==> src/rtl/mem_arb_pkg.sv <==
// rtl/mem_arb_pkg.sv - shared state and owner encodings for the memory port arbiter
package mem_arb_pkg;

    typedef enum logic [1:0] {
        IDLE  = 2'd0,
        ISSUE = 2'd1,
        WAIT  = 2'd2,
        DONE  = 2'd3
    } arb_state_t;

    localparam logic OWN_CPU = 1'b0;
    localparam logic OWN_LDR = 1'b1;

endpackage

==> src/rtl/rr_arbiter2.sv <==
// rtl/rr_arbiter2.sv - combinational two-way round-robin grant
// req[0] is the CPU, req[1] the loader; on a conflict the side that did not win last time is granted.
module rr_arbiter2
    import mem_arb_pkg::*;
(
    input  logic [1:0] req,
    input  logic       last,
    output logic [1:0] gnt
);

    always_comb begin
        gnt = req;
        if (req == 2'b11) begin
            gnt = (last == OWN_CPU) ? 2'b10 : 2'b01;
        end
    end

endmodule

==> src/rtl/mem_port_arbiter.sv <==
// rtl/mem_port_arbiter.sv - shares one unified memory between the CPU core and the program loader
// Each access runs IDLE -> ISSUE -> WAIT -> DONE with the requester fields latched at grant time.
module mem_port_arbiter
    import mem_arb_pkg::*;
#(
    parameter int ADDR_W  = 32,
    parameter int DATA_W  = 32,
    parameter int MEM_LAT = 1
) (
    input  logic              clk,
    input  logic              rst,
    input  logic              boot_hold,
    input  logic              cpu_req,
    input  logic              cpu_we,
    input  logic [ADDR_W-1:0] cpu_addr,
    input  logic [DATA_W-1:0] cpu_wdata,
    output logic              cpu_done,
    output logic [DATA_W-1:0] cpu_rdata,
    input  logic              ldr_req,
    input  logic              ldr_we,
    input  logic [ADDR_W-1:0] ldr_addr,
    input  logic [DATA_W-1:0] ldr_wdata,
    output logic              ldr_done,
    output logic [DATA_W-1:0] ldr_rdata,
    output logic              mem_en,
    output logic              mem_we,
    output logic [ADDR_W-1:0] mem_addr,
    output logic [DATA_W-1:0] mem_wdata,
    input  logic [DATA_W-1:0] mem_rdata,
    output logic              busy,
    output logic              owner
);

    localparam int               CNT_W    = $clog2(MEM_LAT + 1);
    localparam logic [CNT_W-1:0] CNT_INIT = CNT_W'(MEM_LAT - 1);

    arb_state_t        state;
    logic [CNT_W-1:0]  cnt;
    logic              lat_we;
    logic [ADDR_W-1:0] lat_addr;
    logic [DATA_W-1:0] lat_wdata;
    logic [1:0]        req;
    logic [1:0]        gnt;

    assign req = {ldr_req, cpu_req & ~boot_hold};

    rr_arbiter2 u_rr (
        .req  (req),
        .last (owner),
        .gnt  (gnt)
    );

    always_ff @(posedge clk) begin
        if (rst) begin
            state     <= IDLE;
            cnt       <= '0;
            lat_we    <= 1'b0;
            lat_addr  <= '0;
            lat_wdata <= '0;
            owner     <= OWN_LDR;
            cpu_rdata <= '0;
            ldr_rdata <= '0;
        end else begin
            case (state)
                IDLE: begin
                    if (gnt != 2'b00) begin
                        owner     <= gnt[1] ? OWN_LDR : OWN_CPU;
                        lat_we    <= gnt[1] ? ldr_we : cpu_we;
                        lat_addr  <= gnt[1] ? ldr_addr : cpu_addr;
                        lat_wdata <= gnt[1] ? ldr_wdata : cpu_wdata;
                        state     <= ISSUE;
                    end
                end
                ISSUE: begin
                    cnt   <= CNT_INIT;
                    state <= WAIT;
                end
                WAIT: begin
                    // cnt hits zero in the cycle mem_rdata becomes valid
                    if (cnt == '0) begin
                        if (!lat_we) begin
                            if (owner == OWN_LDR) begin
                                ldr_rdata <= mem_rdata;
                            end else begin
                                cpu_rdata <= mem_rdata;
                            end
                        end
                        state <= DONE;
                    end else begin
                        cnt <= cnt - CNT_W'(1);
                    end
                end
                DONE: begin
                    state <= IDLE;
                end
            endcase
        end
    end

    assign mem_en    = (state == ISSUE);
    assign mem_we    = mem_en & lat_we;
    assign mem_addr  = lat_addr;
    assign mem_wdata = lat_wdata;
    assign busy      = (state != IDLE);
    assign cpu_done  = (state == DONE) && (owner == OWN_CPU);
    assign ldr_done  = (state == DONE) && (owner == OWN_LDR);

endmodule

==> config.mk <==
export PLATFORM = sky130hd
export DESIGN_NAME = mem_port_arbiter
export DESIGN_NICKNAME = d
export VERILOG_FILES = /design/src/rtl/mem_arb_pkg.sv /design/src/rtl/rr_arbiter2.sv /design/src/rtl/mem_port_arbiter.sv
export SDC_FILE = /design/constraint.sdc
export NUM_CORES = 1
export LEC_CHECK = 0
export CORE_MARGIN = 1
export CORE_UTILIZATION = 45
export CTS_BUF_LIST = sky130_fd_sc_hd__clkbuf_16
export DETAILED_ROUTE_END_ITERATION = 10
export HOLD_SLACK_MARGIN = 0.06
export PLACE_DENSITY_LB_ADDON = 0.3
export SLEW_MARGIN = 20
export SYNTH_ARGS = -nofsm -noshare
export SYNTH_HDL_FRONTEND = slang
export SYNTH_SLANG_ARGS = --single-unit
==> constraint.sdc <==
create_clock -name clk -period 3.86 [get_ports clk]
set_clock_uncertainty 0.15 [all_clocks]
set_input_delay 0.772 -clock clk [delete_from_list [all_inputs] [get_ports clk]]
set_output_delay 0.772 -clock clk [all_outputs]
set_load 0.02 [all_outputs]
==> metrics <==
logic depth of the worst register-to-register path 5; first-pass GRT wire length 31700 um; data arrival time of the critical path 2.01 ns; Ports 301; number of endpoints failing setup at the final stage 0; proportion of layout cells with a drive suffix above 1 0.110; fraction of synthesis flops using an asynchronous set or reset pin 0; TritonCTS clock tree built; sequential fraction of design power 0.295; post-synthesis net count 936; antenna violation net count after detailed routing 0; vias in the first global route 6169; area fraction of the dominant cell type after synthesis 0.408; Register-to-Register Setup Slack 1.72 ns; termination of the worst setup path busy; Hold-fix buffers, CTS 0; part of the total power dissipated in the clock network 0.244; routed vias 6602; Pwr per Cell Area 644 nW/um^2; Inserted Clock Buffers 17; clock-pin slew on the worst setup and hold paths 0.06 ns; initial antenna violation count 0; weighted congestion reported at the end of routability-driven placement 0.818; count of synthesis-stage warnings from yosys 0; largest net degree at the start of global routing 130; Worst Setup End Kind output pin; total instance count after detailed placement 1170; P_int 4.11 mW; share of total power consumed by net switching 0.363; final core utilization 0.716; kind of path behind the tightest hold check flip-flop to flip-flop; most common flop cell mapped by yosys sky130_fd_sc_hd__dfxtp_1; CTS sink cnt 132; Post-Synthesis Cells 765; latest clock arrival within the worst-skew pair 0.42 ns; GRT Total Usage 0.274; average wire per standard cell 17.2 um; Critical Path Source state[0]$_SDFFE_PP0P_; Seq/Total Area, Yosys 0.408; post-layout instance count excluding filler cells 1200; die span in y 122 um; number of max-slew violations in the final report 0; total of flip-flops plus latches after synthesis 132; sum of negative setup slack 0 ns; number of enable flip-flop cells after synthesis 0; count of input and output buffers 300; Resized Gates After CTS 0; leakage power 3.51 nW; leftover overflow at the end of global routing 0; Core Footprint 14000 um^2; maximum buffer depth of the clock tree 2; count of final hold-check violations 0; Chip Width 122 um; number of buffers added for setup after CTS 0; antenna diode count 0; Worst VDD drop 0.465 mV; Power, Total 6.45 mW; Max Freq 341 MHz; slew at the pin with the worst max-slew slack 0.756 ns; vias per cell 5.50; count of unique library cells instantiated by Yosys 34; RR Endpoint mem_wdata[28]$_SDFFE_PP0P_; max-capacitance violation count 0; final net count 1180; final clock period utilization by the worst path 0.759; DRC violation count after routing 0; worst hold margin 0.301 ns; most common cell in the synthesized netlist sky130_fd_sc_hd__nand2_1; Total Routed Length 20700 um; Sw Pwr 2.34 mW; worst relative slew slack 0.495; sort of element at the start of the critical path flip-flop; post-synth top area cell sky130_fd_sc_hd__dfxtp_1; unrepaired setup endpoints after global routing no; 1st-pass router iterations 5; die area 14900 um^2; count of routing violations after the opening detailed-route iteration 407; most common library cells after synthesis sky130_fd_sc_hd__nand2_1, sky130_fd_sc_hd__dfxtp_1, sky130_fd_sc_hd__inv_1; main area contributors after synthesis sky130_fd_sc_hd__dfxtp_1, sky130_fd_sc_hd__nand2_1, sky130_fd_sc_hd__a221oi_2; post-synthesis average cell area 8.47 um^2; start of the worst register-to-register path state[0]$_SDFFE_PP0P_; depth of the CTS H-tree 4; Initial Utilization 0.463; Area growth, synth to finish 54.5%; status finished clean; final HPWL from detailed placement 13700 um; relative contribution of combinational cells to total power 0.461; Cell Area, Synth 6480 um^2; Setup Crit Path Kind flip-flop to output pin; maximum fanout along the worst path 18; cell at the root of the clock tree sky130_fd_sc_hd__clkbuf_16; Cell Rows 43; Required @ worst endpoint 2.94 ns; shortest clock period the worst path allows after layout 2.93 ns
[metrics by stage]
stage	worst slack, ns	cell area (um^2)
2_1_floorplan	1.86	6480
6_report	0.930	10000
3_3_place_gp	1.18	9440
4_1_cts	0.919	10000
5_1_grt	0.820	10000
3_5_place_dp	1.11	9440
[layer usage]
metal / routed length, um / vias to the layer above / track usage / share of wire
met4: 909 / 0 / 0.152 / 0.044
met1: 8550 / 3094 / 0.331 / 0.41
met2: 9690 / 264 / 0.440 / 0.47
met5: 0 / - / 0 / 0
li1: - / 3189 / - / -
met3: 1520 / 55 / 0.0744 / 0.074
[final cells by class]
class	instances	area, um^2
Clock inverter	13	146
Clock buffer	17	425
Tap cell	180	225
Fill cell	1109	3970
Timing Repair Buffer	313	3150
Multi-Input combinational cell	475	3170
Inverter	70	263
Sequential cell	132	2640
[cell families (layout without fill, tap and decap cells)]
kind of cell | Yosys count | in the layout | synth area share
adder cells (fa/ha/maj) | 4 | 4 | 0.00772
buffers and inverters | 158 | 413 | 0.108
AO/OA/AOI/OAI | 264 | 264 | 0.349
AND/OR/NAND/NOR | 207 | 207 | 0.128
flip-flops | 132 | 132 | 0.408
[worst max-delay path, stage by stage, from the launching register on]
cell and delay, ns:
sky130_fd_sc_hd__dfxtp_1 0.39, sky130_fd_sc_hd__inv_1 0.08, sky130_fd_sc_hd__ha_2 0.32, sky130_fd_sc_hd__inv_1 0.16
sky130_fd_sc_hd__clkdlybuf4s50_1 0.64
[power groups by stage]
| stage | combinational [mW] | clock [mW] | sequential [mW] |
|---|---|---|---|
| final | 2.97 | 1.58 | 1.90 |
| after global routing | 3.18 | 1.66 | 1.94 |
| after CTS | 2.98 | 1.59 | 1.90 |
| after detailed placement | 2.97 | 0 | 1.92 |
| after global placement | 2.94 | 0 | 1.92 |
| after floorplan | 1.44 | 0 | 2.30 |
[worst min path at each step]
stage	from	end	slack (ns)	cells past startpoint
after floorplan	state[1]$_SDFFE_PP0P_	state[1]$_SDFFE_PP0P_	0.33	2
after global placement	ldr_rdata[3]$_SDFFE_PP0P_	ldr_rdata[3]$_SDFFE_PP0P_	0.29	2
after detailed placement	cpu_rdata[11]$_SDFFE_PP0P_	cpu_rdata[11]$_SDFFE_PP0P_	0.30	2
after CTS	ldr_rdata[3]$_SDFFE_PP0P_	ldr_rdata[3]$_SDFFE_PP0P_	0.30	2
after global routing	mem_wdata[19]$_SDFFE_PP0P_	mem_wdata[19]$_SDFFE_PP0P_	0.32	2
final	ldr_rdata[3]$_SDFFE_PP0P_	ldr_rdata[3]$_SDFFE_PP0P_	0.30	2
[flip-flops by register name, summed over array words and instances (netlist names)]
name / flops
cpu_rdata: 32
lat_we: 1
ldr_rdata: 32
mem_addr: 32
mem_wdata: 32
owner: 1
state: 2
[cells in the final DEF, fill, tap and decap left out, types with 2 or more instances in the layout]
cell                              count
sky130_fd_sc_hd__a21oi_1             65
sky130_fd_sc_hd__o21ai_1              2
sky130_fd_sc_hd__bufinv_16            3
sky130_fd_sc_hd__clkinv_2             2
sky130_fd_sc_hd__clkinvlp_4           3
sky130_fd_sc_hd__o21ai_0             63
sky130_fd_sc_hd__buf_4               11
sky130_fd_sc_hd__and2_1               2
sky130_fd_sc_hd__clkbuf_16           17
sky130_fd_sc_hd__o221a_1             45
sky130_fd_sc_hd__ha_1                 3
sky130_fd_sc_hd__nor2b_1              2
sky130_fd_sc_hd__a221oi_2            45
sky130_fd_sc_hd__inv_1               72
sky130_fd_sc_hd__nand2_1            192
sky130_fd_sc_hd__o221a_2             19
sky130_fd_sc_hd__clkdlybuf4s50_1    298
sky130_fd_sc_hd__dfxtp_1            132
sky130_fd_sc_hd__nand2b_1             2
sky130_fd_sc_hd__a221oi_1            20
sky130_fd_sc_hd__buf_12               4
No activity file was read; power rests on OpenSTA's default activity.
